### config.mk
export PLATFORM = sky130hd
export DESIGN_NAME = fir_1to2_demux
export DESIGN_NICKNAME = d
export VERILOG_FILES = /design/src/rtl/fir_1to2_demux_pkg.sv /design/src/rtl/fir_demux_phase_ctrl.sv /design/src/rtl/fir_1to2_demux.sv
export SDC_FILE = /design/constraint.sdc
export NUM_CORES = 1
export LEC_CHECK = 0
export ABC_AREA = 1
export BUFFER_PORTS_ARGS = -buffer_cell sky130_fd_sc_hd__buf_2
export CORE_UTILIZATION = 37
export DETAILED_ROUTE_END_ITERATION = 12
export PLACE_DENSITY = 0.68
export SYNTH_ARGS = -nofsm -noshare
export SYNTH_HDL_FRONTEND = slang
export SYNTH_SLANG_ARGS = --single-unit
### constraint.sdc
create_clock -name clk -period 0.9 [get_ports clk]
set_input_delay 0.09 -clock clk [delete_from_list [all_inputs] [get_ports clk]]
set_output_delay 0.09 -clock clk [all_outputs]
set_load 0.03 [all_outputs]
### src/rtl/fir_1to2_demux_pkg.sv
`default_nettype none
// +--------------------------------------------------------------------------+
// | Module      : fir_1to2_demux_pkg                                         |
// | Description : Shared widths and phase encodings for the 1:2 polyphase    |
// |               FIR de-interleaver.                                        |
// | Revision    : 1.0 - initial release                                      |
// +--------------------------------------------------------------------------+
package fir_1to2_demux_pkg;

  // Default sample width carried on the input and both output lanes.
  localparam int c_FILTERBITWIDTH_DEFAULT = 20;

  // Default width of the optional saturating slip counter.
  localparam int c_SLIPCNTWIDTH_DEFAULT = 8;

  // Phase encodings: which lane the next accepted sample is steered to.
  localparam logic [0:0] PH_EXPECT_A = 1'b0;
  localparam logic [0:0] PH_EXPECT_B = 1'b1;

endpackage : fir_1to2_demux_pkg
`default_nettype wire

### src/rtl/fir_demux_phase_ctrl.sv
`default_nettype none
// +--------------------------------------------------------------------------+
// | Module      : fir_demux_phase_ctrl                                       |
// | Description : Lane phase FSM for the 1:2 de-interleaver. Decides when a  |
// |               sample is held as lane A, when a pair is completed, and    |
// |               when a sync discards a half-filled pair.                   |
// | Revision    : 1.0 - initial release                                      |
// +--------------------------------------------------------------------------+
module fir_demux_phase_ctrl
  import fir_1to2_demux_pkg::*;
(
  input  logic       clk,
  input  logic       rst,
  input  logic       sync,
  input  logic       din_valid,
  output logic [0:0] phase,
  output logic       capture_a,
  output logic       emit_pair,
  output logic       slip
);

  logic [0:0] r_phase;
  logic [0:0] w_phase_nxt;

  // Next-phase decode and per-cycle strobes for the datapath.
  always_comb begin
    w_phase_nxt = r_phase;
    capture_a   = 1'b0;
    emit_pair   = 1'b0;
    slip        = 1'b0;
    case (r_phase)
      PH_EXPECT_A: begin
        // sync is already aligned here; any valid sample simply opens a pair.
        if (din_valid) begin
          capture_a   = 1'b1;
          w_phase_nxt = PH_EXPECT_B;
        end
      end
      default: begin
        if (din_valid && !sync) begin
          emit_pair   = 1'b1;
          w_phase_nxt = PH_EXPECT_A;
        end else if (din_valid && sync) begin
          // The new sample restarts the pair as lane A; phase stays at B.
          capture_a   = 1'b1;
          slip        = 1'b1;
          w_phase_nxt = PH_EXPECT_B;
        end else if (sync) begin
          slip        = 1'b1;
          w_phase_nxt = PH_EXPECT_A;
        end
      end
    endcase
  end

  // Phase register; reset aborts any half-filled pair.
  always_ff @(posedge clk) begin
    if (rst) begin
      r_phase <= PH_EXPECT_A;
    end else begin
      r_phase <= w_phase_nxt;
    end
  end

  assign phase = r_phase;

endmodule : fir_demux_phase_ctrl
`default_nettype wire

### src/rtl/fir_1to2_demux.sv
`default_nettype none
// +--------------------------------------------------------------------------+
// | Module      : fir_1to2_demux                                             |
// | Description : Sequential 1:2 de-interleaver. Alternate valid samples are |
// |               steered to lane A (even) and lane B (odd) and emitted as a |
// |               registered pair with a one-cycle pair-valid pulse.         |
// | Options     : FIR_1TO2_DEMUX_SLIPCNT_EN adds a saturating slip counter   |
// |               output (slip_cnt).                                         |
// | Revision    : 1.0 - initial release                                      |
// +--------------------------------------------------------------------------+
module fir_1to2_demux
  import fir_1to2_demux_pkg::*;
#(
  parameter int FILTERBITWIDTH = c_FILTERBITWIDTH_DEFAULT,
  parameter int SLIPCNTWIDTH   = c_SLIPCNTWIDTH_DEFAULT
) (
  input  logic                      clk,
  input  logic                      rst,
  input  logic                      sync,
  input  logic                      din_valid,
  input  logic [FILTERBITWIDTH-1:0] din,
  output logic [FILTERBITWIDTH-1:0] dout_a,
  output logic [FILTERBITWIDTH-1:0] dout_b,
  output logic                      dout_valid,
  output logic                      phase,
  output logic                      slip
`ifdef FIR_1TO2_DEMUX_SLIPCNT_EN
  ,
  output logic [SLIPCNTWIDTH-1:0]   slip_cnt
`endif
);

  logic                      w_capture_a;
  logic                      w_emit_pair;
  logic                      w_slip;
  logic [0:0]                w_phase;

  logic [FILTERBITWIDTH-1:0] r_hold_a;
  logic [FILTERBITWIDTH-1:0] r_dout_a;
  logic [FILTERBITWIDTH-1:0] r_dout_b;
  logic                      r_dout_valid;
  logic                      r_slip;

  fir_demux_phase_ctrl u_phase_ctrl (
    .clk       (clk),
    .rst       (rst),
    .sync      (sync),
    .din_valid (din_valid),
    .phase     (w_phase),
    .capture_a (w_capture_a),
    .emit_pair (w_emit_pair),
    .slip      (w_slip)
  );

  // Lane A holding register; a sync without a new sample drops the held value.
  always_ff @(posedge clk) begin
    if (rst) begin
      r_hold_a <= '0;
    end else if (w_capture_a) begin
      r_hold_a <= din;
    end else if (w_slip) begin
      r_hold_a <= '0;
    end
  end

  // Pair output registers and strobes; the lane outputs hold between pulses.
  always_ff @(posedge clk) begin
    if (rst) begin
      r_dout_a     <= '0;
      r_dout_b     <= '0;
      r_dout_valid <= 1'b0;
      r_slip       <= 1'b0;
    end else begin
      r_dout_valid <= w_emit_pair;
      r_slip       <= w_slip;
      if (w_emit_pair) begin
        r_dout_a <= r_hold_a;
        r_dout_b <= din;
      end
    end
  end

`ifdef FIR_1TO2_DEMUX_SLIPCNT_EN
  logic [SLIPCNTWIDTH-1:0] r_slip_cnt;

  // Saturating slip counter; cleared only by reset.
  always_ff @(posedge clk) begin
    if (rst) begin
      r_slip_cnt <= '0;
    end else if (w_slip && (r_slip_cnt != {SLIPCNTWIDTH{1'b1}})) begin
      r_slip_cnt <= r_slip_cnt + SLIPCNTWIDTH'(1);
    end
  end

  assign slip_cnt = r_slip_cnt;
`else
  // Counter absent in this build; keeps the width parameter referenced.
  logic [SLIPCNTWIDTH-1:0] w_unused_slip_cnt;
  assign w_unused_slip_cnt = '0;
`endif

  assign dout_a     = r_dout_a;
  assign dout_b     = r_dout_b;
  assign dout_valid = r_dout_valid;
  assign phase      = w_phase[0];
  assign slip       = r_slip;

endmodule : fir_1to2_demux
`default_nettype wire

==> flow_summary.ini <==
[finish]
final_cells = 485
n_antenna_cell = 0
drive_gt1_share_pct = 56.4
nets = 432
final_util_pct = 63.9
syn_to_final_growth_pct = 66.8
ff_latch_area_um2 = 1330
multi_input_area_um2 = 1220
fillers = 482

[synthesis]
yosys-top-cells-count = dfxtp_1, nor2_1, nand3_1, a21oi_1, nand2_1
synthCells = 307
synthFlopType = dfxtp_1
synthTopCellsByArea = dfxtp_1, nand3_1, nor2_1
synth_top_area_share_pct = 51.9
netlist_area_um2 = 2430
yosys_warnings = 0
avgSynthCellArea_um2 = 7.92
yosys.cell_count.top_type = dfxtp_1
yosysUniqueCellTypes = 18
yosysSeqAreaShare_pct = 51.9
synth_edf_count = 0
yosys.area.top_type = dfxtp_1
ys_ff_latch = 63
async_flop_share_pct = 0
synthesis.nets = 334

[hold_path]
holdCritStartpoint = rst
holdPathEnd = u_phase_ctrl.phase$_SDFF_PP0_
min_path_type = in -> reg
min_path_cells = 2

[sta]
max_freq_mhz = 949
slew_violations = 0
final.min_clock_period_ps = 1050
hold_slack_ps = -0.475
fin_crit_sh_pct = 117
slew_headroom_pct = 79.4
setup_viol = 70
worst_pin_slew_ps = 309
finalWorstSetupSlack_ps = -154
finClkSkew_ps = 4.14
grt_setup_unrepaired = true
hold_viol_final = 1

[drt]
drc = 0
wl_um = 6940
drtAntennaViolNets = 0
firstDrtPassIters = 4
wl_per_cell_um = 14.3
routed_via_density = 4.90
num_vias = 2378
drt_iter0_drc = 207

[global_route]
grt.overflow.total = 0
grt_pass1_wl_um = 10900
grt_max_degree = 61
grt_usage_pct = 19.6
antenna_found_initial = 0
first_global_vias = 2253

[critical_path]
setup.worst_path.end_class = flip-flop
path_max_fanout = 8
worstReg2RegEnd = dout_a[17]$_SDFFE_PP0P_
crit_chain = nand2_4 -> clkinv_8 -> buf_12 -> o21ai_2 -> a21oi_1
path_class = reg -> reg
reg2reg_from = u_phase_ctrl.phase$_SDFF_PP0_
arrival_ps = 1270
reg2reg_depth = 5
startpoint_type = flip-flop
regToRegSetupSlack_ps = -150
required_ps = 1110
crit_slowest_cell = dfxtp_4
max_stage_delay_ps = 370

[run]
cap_violations = 0

[power]
power_frac_seq_pct = 45.5
sw_frac_of_total_pct = 27.1
p_leak_nw = 1.78
pwr-share-comb_pct = 19.7
power_density_nw_per_um2 = 1640
power.internal_mw = 4.86
peakVddDrop_mv = 0.819
p_clk_share_pct = 34.8
switching_power_mw = 1.81
finalPower_mw = 6.67

[floorplan]
rows = 29
io_pins = 67
die_area_um2 = 6900
core_um2 = 6350
die_w_um = 83.1
start_util_pct = 38.3
die_h_um = 83.1

[clocking]
clock_tree.root_cell = clkbuf_8
numCtsBuffers = 9
htreeDepth = 3
cts_tree = done
cts.sinks = 63
path_clk_slew_ps = 60
cts.path.max_buffers = 2
worstSkewPairLatency_ps = 330

[outcome]
status = finished with violations
failed_checks = hold timing, setup timing

[placed_design]
io_buffers = 66
dp_cells = 442
place_congestion = 0.762
hpwl_um = 3770
==> worst max-delay path: cells and delay by family, from the launching register on <==
kind / cells / cell delay [ps]
buf+inv: 2 / 280
compound gates: 2 / 170
simple gates: 1 / 100
flops: 1 / 370
==> metrics by stage <==
stage | area [um^2] | setup TNS (ps) | setup slack, ps
final | 4060 | -6890 | -154
after global routing | 4060 | -10050 | -211
after CTS | 3780 | -6080 | -152
after detailed placement | 3020 | -8140 | -202
after global placement | 3020 | -7220 | -176
after floorplan | 2550 | -2770 | -54.4
==> repair_timing <==
| item | in CTS | in global routing |
|---|---|---|
| endpoints found under the setup margin | 104 | 98 |
| hold buffers | 1 | 0 |
| gates cloned | 2 | 1 |
| hold endpoints to repair | 3 | 0 |
| resized for setup | 167 | 34 |
| pin swaps | 2 | 2 |
| buffers inserted | 9 | 17 |
==> area by class of cell <==
class,instances,share of cell area (%)
flip-flops and latches,63,32.8
inverters,26,2.72
clock inverters,1,0.741
repair buffers,111,27.6
clock buffers,13,3.67
well taps,77,2.38
multi-input cells,194,30.1
==> metal layers <==
metal | wire, um | global-route usage, % | part of all wire [%] | vias to the layer above
met5 | 0 | 0 | 0 | -
met4 | 127 | 10.0 | 1.8 | 0
met3 | 334 | 4.37 | 4.8 | 13
met2 | 3290 | 31.0 | 47 | 61
met1 | 3180 | 25.1 | 46 | 1101
li1 | - | - | - | 1203
==> power groups by stage <==
| stage | Sequential, mW | Combinational, mW | Clock [mW] |
|---|---|---|---|
| 5_1_grt | 3.05 | 1.42 | 2.47 |
| 2_1_floorplan | 3.22 | 0.541 | 0 |
| 3_3_place_gp | 3.07 | 0.985 | 0 |
| 6_report | 3.04 | 1.31 | 2.32 |
| 4_1_cts | 3.05 | 1.18 | 2.35 |
| 3_5_place_dp | 3.07 | 0.991 | 0 |
==> state kept, by name, summed over array words and instances, names as in the netlist <==
| name | cells |
|---|---|
| r_hold_a | 20 |
| u_phase_ctrl.phase | 1 |
| dout_valid | 1 |
| slip | 1 |
| dout_a | 20 |
| dout_b | 20 |
==> placed cells by master (no fill, tap or decap), drive strengths merged, types with 2 or more instances in the layout <==
master and instances:
a21oi 41, buf 110, clkbuf 14, clkinv 2
dfxtp 63, ha 3, inv 24, nand2 27
nand3 40, nor2 42, o21ai 40
==> worst max-delay path by stage <==
stage               slack (ps)                         to  cells past startpoint                           from
finish                    -150    dout_a[17]$_SDFFE_PP0P_                      5  u_phase_ctrl.phase$_SDFF_PP0_
global route              -210  r_hold_a[19]$_SDFFE_PP0P_                      5  u_phase_ctrl.phase$_SDFF_PP0_
CTS                       -150                      phase                      2  u_phase_ctrl.phase$_SDFF_PP0_
detailed placement        -200    dout_a[15]$_SDFFE_PP0P_                      8                           sync
global placement          -180     dout_a[4]$_SDFFE_PP0P_                      8                           sync
floorplan                  -50   r_hold_a[0]$_SDFFE_PP0P_                      5  u_phase_ctrl.phase$_SDFF_PP0_
==> cells by family after synthesis <==
family	share of synthesized area (%)
compound gates	18.2
fa+ha+maj	1.54
buf+inv	9.11
flops	51.9
simple gates	19.2
(Power assumes the default switching activity.)
